[src/rtl/button_pkg.sv]
// Shared types and helpers for the push-button conditioner.
package button_pkg;

  typedef enum logic [1:0] {
    IDLE  = 2'd0,
    PRESS = 2'd1,
    HELD  = 2'd2
  } btn_state_t;

  // Bits needed to count 0..max(a,b).
  function automatic int clog2_max(input int a, input int b);
    int m;
    m = (a > b) ? a : b;
    return $clog2(m + 1);
  endfunction

endpackage

[src/rtl/button_channel.sv]
// One button channel: synchroniser, tick-sampled debounce with hysteresis,
// edge pulses and the long-press / auto-repeat state machine.
module button_channel
  import button_pkg::*;
#(
  parameter int DEPTH        = 8,
  parameter int LONG_TICKS   = 1000,
  parameter int REPEAT_TICKS = 200
) (
  input  logic       clk,
  input  logic       reset,
  input  logic       tick,
  input  logic       btn,
  output logic       level,
  output logic       rising_edge,
  output logic       falling_edge,
  output logic       both_edge,
  output logic       long_press,
  output logic       repeat_pulse,
  output btn_state_t state_dbg
);

  localparam int HW = clog2_max(LONG_TICKS, REPEAT_TICKS);
  localparam logic [HW-1:0] LONG_LAST = HW'(LONG_TICKS - 1);
  localparam logic [HW-1:0] REP_LAST  = HW'((REPEAT_TICKS == 0) ? 0 : REPEAT_TICKS - 1);
  localparam bit REP_EN = (REPEAT_TICKS != 0);

  logic             sync1, sync2;
  logic [DEPTH-1:0] sh;
  logic             level_q, level_d;
  btn_state_t       state, state_nx;
  logic [HW-1:0]    hold_cnt, hold_nx;
  logic             long_p, rep_p;

  always_ff @(posedge clk or posedge reset) begin
    if (reset) begin
      sync1    <= 1'b0;
      sync2    <= 1'b0;
      sh       <= '0;
      level_q  <= 1'b0;
      level_d  <= 1'b0;
      state    <= IDLE;
      hold_cnt <= '0;
    end else begin
      sync1 <= btn;
      sync2 <= sync1;
      if (tick) sh <= {sync2, sh[DEPTH-1:1]};
      // Level only moves on a unanimous window; mixed samples hold it.
      if (&sh)       level_q <= 1'b1;
      else if (~|sh) level_q <= 1'b0;
      level_d  <= level_q;
      state    <= state_nx;
      hold_cnt <= hold_nx;
    end
  end

  always_comb begin
    state_nx = state;
    hold_nx  = hold_cnt;
    long_p   = 1'b0;
    rep_p    = 1'b0;
    if (!level_q) begin
      // Release wins over any pending tick so no pulse accompanies falling_edge.
      state_nx = IDLE;
      hold_nx  = '0;
    end else begin
      case (state)
        IDLE: begin
          state_nx = PRESS;
          hold_nx  = '0;
        end
        PRESS: begin
          if (tick) begin
            if (hold_cnt == LONG_LAST) begin
              long_p   = 1'b1;
              state_nx = HELD;
              hold_nx  = '0;
            end else begin
              hold_nx = hold_cnt + HW'(1);
            end
          end
        end
        HELD: begin
          if (tick && REP_EN) begin
            if (hold_cnt == REP_LAST) begin
              rep_p   = 1'b1;
              hold_nx = '0;
            end else begin
              hold_nx = hold_cnt + HW'(1);
            end
          end
        end
        default: begin
          state_nx = IDLE;
          hold_nx  = '0;
        end
      endcase
    end
  end

  assign level        = level_q;
  assign rising_edge  = level_q & ~level_d;
  assign falling_edge = ~level_q & level_d;
  assign both_edge    = level_q ^ level_d;
  assign long_press   = long_p;
  assign repeat_pulse = rep_p;
  assign state_dbg    = state;

endmodule

[src/rtl/button_debounce_array.sv]
// Multi-channel button conditioner: shared sample-tick divider, optional input
// inversion, and NUM_CH independent button_channel instances.
module button_debounce_array
  import button_pkg::*;
#(
  parameter int NUM_CH       = 4,
  parameter int CLK_DIV      = 100_000,
  parameter int DEPTH        = 8,
  parameter int LONG_TICKS   = 1000,
  parameter int REPEAT_TICKS = 200,
  parameter bit ACTIVE_LOW   = 1'b0
) (
  input  logic                clk,
  input  logic                reset,
  input  logic [NUM_CH-1:0]   in_button,
  output logic [NUM_CH-1:0]   level,
  output logic [NUM_CH-1:0]   rising_edge,
  output logic [NUM_CH-1:0]   falling_edge,
  output logic [NUM_CH-1:0]   both_edge,
  output logic [NUM_CH-1:0]   long_press,
  output logic [NUM_CH-1:0]   repeat_pulse,
  output logic [2*NUM_CH-1:0] state_dbg
);

  localparam int CNT_W = $clog2(CLK_DIV);
  localparam logic [CNT_W-1:0] CNT_LAST = CNT_W'(CLK_DIV - 1);

  logic [CNT_W-1:0]  div_cnt;
  logic              tick;
  logic [NUM_CH-1:0] btn_pol;
  btn_state_t        ch_state [NUM_CH];

  assign tick    = (div_cnt == CNT_LAST);
  assign btn_pol = ACTIVE_LOW ? ~in_button : in_button;

  always_ff @(posedge clk or posedge reset) begin
    if (reset)     div_cnt <= '0;
    else if (tick) div_cnt <= '0;
    else           div_cnt <= div_cnt + CNT_W'(1);
  end

  for (genvar i = 0; i < NUM_CH; i++) begin : g_ch
    button_channel #(
      .DEPTH        (DEPTH),
      .LONG_TICKS   (LONG_TICKS),
      .REPEAT_TICKS (REPEAT_TICKS)
    ) u_ch (
      .clk          (clk),
      .reset        (reset),
      .tick         (tick),
      .btn          (btn_pol[i]),
      .level        (level[i]),
      .rising_edge  (rising_edge[i]),
      .falling_edge (falling_edge[i]),
      .both_edge    (both_edge[i]),
      .long_press   (long_press[i]),
      .repeat_pulse (repeat_pulse[i]),
      .state_dbg    (ch_state[i])
    );
    assign state_dbg[2*i +: 2] = ch_state[i];
  end

endmodule

[config.mk]
export PLATFORM = sky130hd
export DESIGN_NAME = button_debounce_array
export DESIGN_NICKNAME = d
export VERILOG_FILES = /design/src/rtl/button_pkg.sv /design/src/rtl/button_channel.sv /design/src/rtl/button_debounce_array.sv
export SDC_FILE = /design/constraint.sdc
export NUM_CORES = 1
export LEC_CHECK = 0
export CORE_MARGIN = 1
export CORE_UTILIZATION = 48
export CTS_CLUSTER_SIZE = 30
export DETAILED_ROUTE_END_ITERATION = 8
export DONT_BUFFER_PORTS = 1
export PLACE_DENSITY_LB_ADDON = 0.12
export SLEW_MARGIN = 5
export SYNTH_ARGS = -nofsm -noshare
export SYNTH_HDL_FRONTEND = slang
export SYNTH_SLANG_ARGS = --single-unit
[constraint.sdc]
create_clock -name clk -period 7 [get_ports clk]
set_input_delay 0.7 -clock clk [delete_from_list [all_inputs] [get_ports clk]]
set_output_delay 0.7 -clock clk [all_outputs]
set_load 0.01 [all_outputs]
=== Word level (Yosys, flattened, before mapping) ===
Cells that the tools add are included.

* Output and inout port bits: 32
* Bits of input ports: 6
* Bits in registers: 113
* Logic and storage cells: 192

* $add $sub $neg: 5
* Reductions and logical operators: 20
* Mux-type cells: 81
* Eq/ne operators: 37
* Bitwise operators: 20

{| class="wikitable"
|+ Operators with widths
! kind !! number
|-
| 2-to-1 mux 10 bit || 20
|-
| case mux 10 bit (2 select lines) || 4
|-
| adder 10 x 1 -> 10 bit (second input constant) || 4
|-
| == test 10 bit (second input constant) || 4
|-
| == test 10 x 8 -> 1 bit (second input constant) || 4
|-
| 2-to-1 mux 1 bit || 40
|-
| AND reduction 8 bit || 4
|-
| OR reduction 8 bit || 4
|-
| != test 3 bit (second input constant) || 10
|-
| 2-to-1 mux 2 bit || 12
|-
| case mux 2 bit (3 select lines) || 4
|-
| adder 17 x 1 -> 17 bit (second input constant) || 1
|-
| == test 17 bit (second input constant) || 1
|-
| 2-to-1 mux 17 bit || 1
|-
| AND reduction 3 bit || 4
|-
| bitwise AND 1 bit || 8
|-
| == test 2 x 1 -> 1 bit (second input constant) || 4
|-
| == test 2 bit (second input constant) || 4
|-
| zero test 2 bit || 4
|-
| != test 2 x 1 -> 1 bit (second input constant) || 4
|-
| != test 2 bit (second input constant) || 4
|-
| NOT 1 bit || 8
|-
| AND reduction 2 bit || 4
|-
| != test 3 x 2 -> 1 bit (second input constant) || 2
|-
| XOR 1 bit || 4
|}

=== Depth between registers and ports, before layout ===
* Depth in word-level cells: 5
* Mapped depth: 8
* Depth with buffers taken out: 7

=== By module ===
A second synthesis with hierarchy kept.

* Cell total of the unflattened synthesis: 563
* Area total of the unflattened synthesis: 5,870.6 um2

{| class="wikitable"
|+ By module, submodules not included
! module !! times used !! area each (um2) !! cells each !! seq. area each (um2)
|-
| button_channel || 4 || 1,261.2 || 122 || 600.6
|-
| button_debounce_array || 1 || 825.8 || 75 || 425.4
|}

=== Worst setup path before layout ===
Ideal clock, no wire load.

* Kind: reg2out
* Start point: reg div_cnt[13]
* End point: out long_press[1]
* Data arrival time: 2.065 ns
* Path slack: 4.235 ns
* Cell stages (with the launch flop): 7
* Buffers on the path: 1
* Data required time: 6.300 ns
* Path through: dfrtp_1 > or4b_4 > or4_4 > nor3_4 > nand3_1 > nor3_1 > buf_4

* Longest elaborated chain between the ends: 4

{| class="wikitable"
|+ RTL lines
! item !! line !! source
|-
| start: declaration || button_debounce_array.sv:28 || <nowiki>logic [CNT_W-1:0] div_cnt;</nowiki>
|-
| start signal: assignment || button_debounce_array.sv:39 || <nowiki>else div_cnt <= div_cnt + CNT_W'(1);</nowiki>
|-
| == test 17 bit || button_debounce_array.sv:33 || <nowiki>assign tick = (div_cnt == CNT_LAST);</nowiki>
|-
| 2-to-1 mux 1 bit || button_channel.sv:73 || <nowiki>if (tick) begin</nowiki>
|-
| 2-to-1 mux 1 bit || button_channel.sv:67 || <nowiki>case (state)</nowiki>
|-
| 2-to-1 mux 1 bit || button_channel.sv:62 || <nowiki>if (!level_q) begin</nowiki>
|-
| end: declaration || button_debounce_array.sv:20 || <nowiki>output logic [NUM_CH-1:0] long_press,</nowiki>
|}

No other way between the ends.

=== Worst setup path after layout ===
Ends and elaborated chain as after synthesis.

==> run_results.csv <==
group,metric,value,unit
clocking,post_cts_resized,0,
synth,yosysTopAreaCell,"dfrtp_1",
min_path,hold_class,"in2async",
global_routing,antenna_found_initial,0,
pwr,switching_power,0.3194,mW
sta,slew_viol_final,0,
floorplan,die_y,113.3,µm
critical_path,slowest_delay,0.59,ns
clocking,cts_root_buffer,"clkbuf_16",
clocking,clk_latency,0.42,ns
pwr,fin_total_pwr,1.516,mW
synth,synth_cells,639,
route,vias,4384,
pwr,internal_power,1.196,mW
critical_path,cp.depth,5,
synth,async_flop_share,100.0,%
route,drt_iter0_drc,277,
floorplan,rows,40,
critical_path,timing.rr.start,"div_cnt[5]$_DFF_PP0_",
critical_path,crit_fanout,6,
critical_path,path_class,"reg2out",
sta,hold_ws,0.3062,ns
clocking,cts_num_sinks,113,
sta,skew,0.007528,ns
global_routing,grtUsageMet1,25.88,%
layout,n_antenna_cell,0,
status,outcome,"complete, no violations",
synth,syn_nets,674,
flow_run,drv_cap,0,
global_routing,grt_util_met3,6.320,%
sta,max_slew_margin,19.88,%
sta,tns,0,ns
sta,finalSetupViolations,0,
critical_path,reg2reg_slack,4.11,ns
synth,synthDistinctLibCells,57,
placed_design,post-dp-hpwl,7.473,mm
sta,period_needed,3.502,ns
sta,fin_crit_sh,50.02,%
critical_path,ff2ff_path_depth,6,
synth,syn_avg_cell_area,9.307,µm²
global_routing,met2_usage,30.88,%
sta,fin_ws,3.498,ns
critical_path,endpoint,"long_press[1]",
critical_path,worst_path_max_delay_cell,"or4b_4",
pwr,p_leak,2.993,nW
synth,synthTopCellsByArea,"dfrtp_1, nand2_1, ha_1",
route,drc_errors,0,
pwr,power.density,231.6,nW/µm²
synth,synth_seq_cells,113,
critical_path,cp_top_family,"simple AND/OR/NAND/NOR gates",
critical_path,path_cells,"or4b_4, or4_4, nor3_4, nand3_1, nor3_1",
placed_design,place_ws,3.897,ns
sta,rsz0062_at_grt,"no",
sta,hold_viol_final,0,
critical_path,critPathLaunchType,"register",
pwr,p_clk_share,55.8,%
layout,final_layout_size_suffix_gt1_share,8.948,%
critical_path,path_buf_inv,0,
critical_path,end_kind,"output pin",
pwr,p_sw_share,21.07,%
critical_path,crit_required,6.30,ns
clocking,numCtsBuffers,17,
pwr,p_comb_share,0.8,%
floorplan,start_util,49.30,%
route,drtPass1Iterations,4,
global_routing,grt_most_used_layer,"met2",
layout,layout.nets,659,
synth,synth_edf_count,0,
placed_design,dpl.cell_count,773,
route,routed_via_density,5.446,
placed_design,gp_congestion,0.7746,
route,wl_per_cell,13.99,µm
synth,synth_area,5947,µm²
floorplan,core,12060,µm²
global_routing,overflow,0,
route,ant_nets,0,
clocking,clockBufferDepth,2,
synth,synth_top_area_share,47.55,%
critical_path,critical_path.startpoint,"div_cnt[13]$_DFF_PP0_",
sta,tightest_slew,1.193,ns
global_routing,grt_start_max_net_pins,67,
critical_path,cp.arrival,2.80,ns
clocking,cts_tree,"yes",
layout,syn_to_final_growth,10.06,%
placed_design,portBuffers,0,
clocking,htreeDepth,4,
clocking,clk_pin_slew,0.05,ns
pwr,power_frac_seq,43.3,%
synth,yosys_warnings,0,
synth,dominantRegCellSynth,"dfrtp_1",
layout,fin_cells,805,
floorplan,die_w,113.3,µm
route,wirelength,11.26,mm
global_routing,grt_pass1_wl,19.96,mm
synth,yosysSeqAreaShare,47.55,%
clocking,hold_buffers,0,
critical_path,r2r-end,"g_ch[3].u_ch.hold_cnt[9]$_DFFE_PP0P_",
floorplan,die-area,12840,µm²
global_routing,grt_pass1_vias,4189,
floorplan,io_pins,38,
sta,max_freq,0.2856,GHz
global_routing,grt_usage,19.74,%
pwr,vdd_drop_max,0.2072,mV
clocking,postCtsSetupBuffers,0,
==> placed cells by master, fill, tap and decap left out, drive strengths merged, types with 11 or more instances in the layout <==
| cell | Yosys | routed |
|---|---|---|
| nor3 | 14 | 14 |
| clkbuf | 9 | 19 |
| a22o | 13 | 13 |
| ha | 29 | 29 |
| and3 | 12 | 12 |
| nand3 | 31 | 31 |
| o21ai | 32 | 32 |
| nand2 | 147 | 147 |
| nor2 | 40 | 40 |
| inv | 30 | 30 |
| o31ai | 11 | 11 |
| dfrtp | 113 | 113 |
==> cells in the mapped netlist, types with 4 or more instances <==
master and number:
nand2_1 146, dfrtp_1 113, nor2_1 38, nand3_1 31, inv_1 30, ha_1 29, o21ai_0 26, buf_4 24
a22o_1 13, and3_1 12, nor3_1 12, o31ai_1 11, nand4_1 10, a21oi_1 9, a31oi_1 9, clkbuf_1 9
nor4_1 9, xnor2_1 8, a22oi_1 7, mux2i_1 7, xor2_1 7, and2_1 6, nor2b_1 6, or4_1 6
and4_1 5, buf_2 4, o21ai_1 4, or2_2 4
==> layer usage <==
| layer | vias to the layer above | routed length, µm |
|---|---|---|
| li1 | 2187 | - |
| met1 | 2107 | 5546 |
| met2 | 74 | 5126 |
| met3 | 16 | 434 |
| met4 | 0 | 153 |
| met5 | - | 0 |
==> cell type report <==
type / count / area, µm²
repair buffers: 3 / 22.52
flip-flops and latches: 113 / 2828
fillers: 1099 / 5517
clock buffers: 19 / 452.9
well taps: 168 / 210.2
multi-input cells: 459 / 2779
clock inverters: 13 / 137.6
inverters: 30 / 115.1
==> logic make-up after synthesis <==
kind of cell,after synthesis,share of synthesized area (%)
adder cells (fa/ha/maj),29,6.101
AO/OA/AOI/OAI,98,11.26
XOR/XNOR,15,2.209
AND/OR/NAND/NOR,309,25.69
multiplexers,8,1.368
flip-flops,113,47.55
buffers and inverters,67,5.828
==> state kept, by name (all words and copies together), names as in the netlist <==
name / cells
g_ch.u_ch.level: 4
g_ch.u_ch.level_d: 4
g_ch.u_ch.sh: 32
g_ch.u_ch.sync1: 4
g_ch.u_ch.hold_cnt: 40
g_ch.u_ch.sync2: 4
g_ch.u_ch.state_dbg: 8
div_cnt: 17
==> per-stage QoR <==
step           util, %  cell area [µm²]
2_1_floorplan        -             5947
3_3_place_gp     49.37             5954
3_5_place_dp     49.37             5954
4_1_cts          54.26             6545
5_1_grt          54.26             6545
6_report         54.26             6545
==> how the worst min path moves through the flow <==
stage	end	slack [ns]	depth (start not counted)
3_3_place_gp	g_ch[0].u_ch.sync2$_DFF_PP0_	0.34	0
5_1_grt	g_ch[0].u_ch.sync1$_DFF_PP0_	0.28	0
6_report	g_ch[2].u_ch.sh[7]$_DFFE_PP0N_	0.31	1
2_1_floorplan	g_ch[0].u_ch.sync2$_DFF_PP0_	0.33	0
3_5_place_dp	g_ch[0].u_ch.sync2$_DFF_PP0_	0.34	0
4_1_cts	g_ch[1].u_ch.sync1$_DFF_PP0_	0.29	0
==> power groups by stage <==
stage	logic, mW	registers (mW)	clock network, mW
floorplan	0.00950	0.668	0
global placement	0.0139	0.668	0
detailed placement	0.0139	0.668	0
CTS	0.0140	0.657	0.863
global route	0.0158	0.657	0.893
finish	0.0126	0.657	0.847
(Power assumes the default switching activity.)
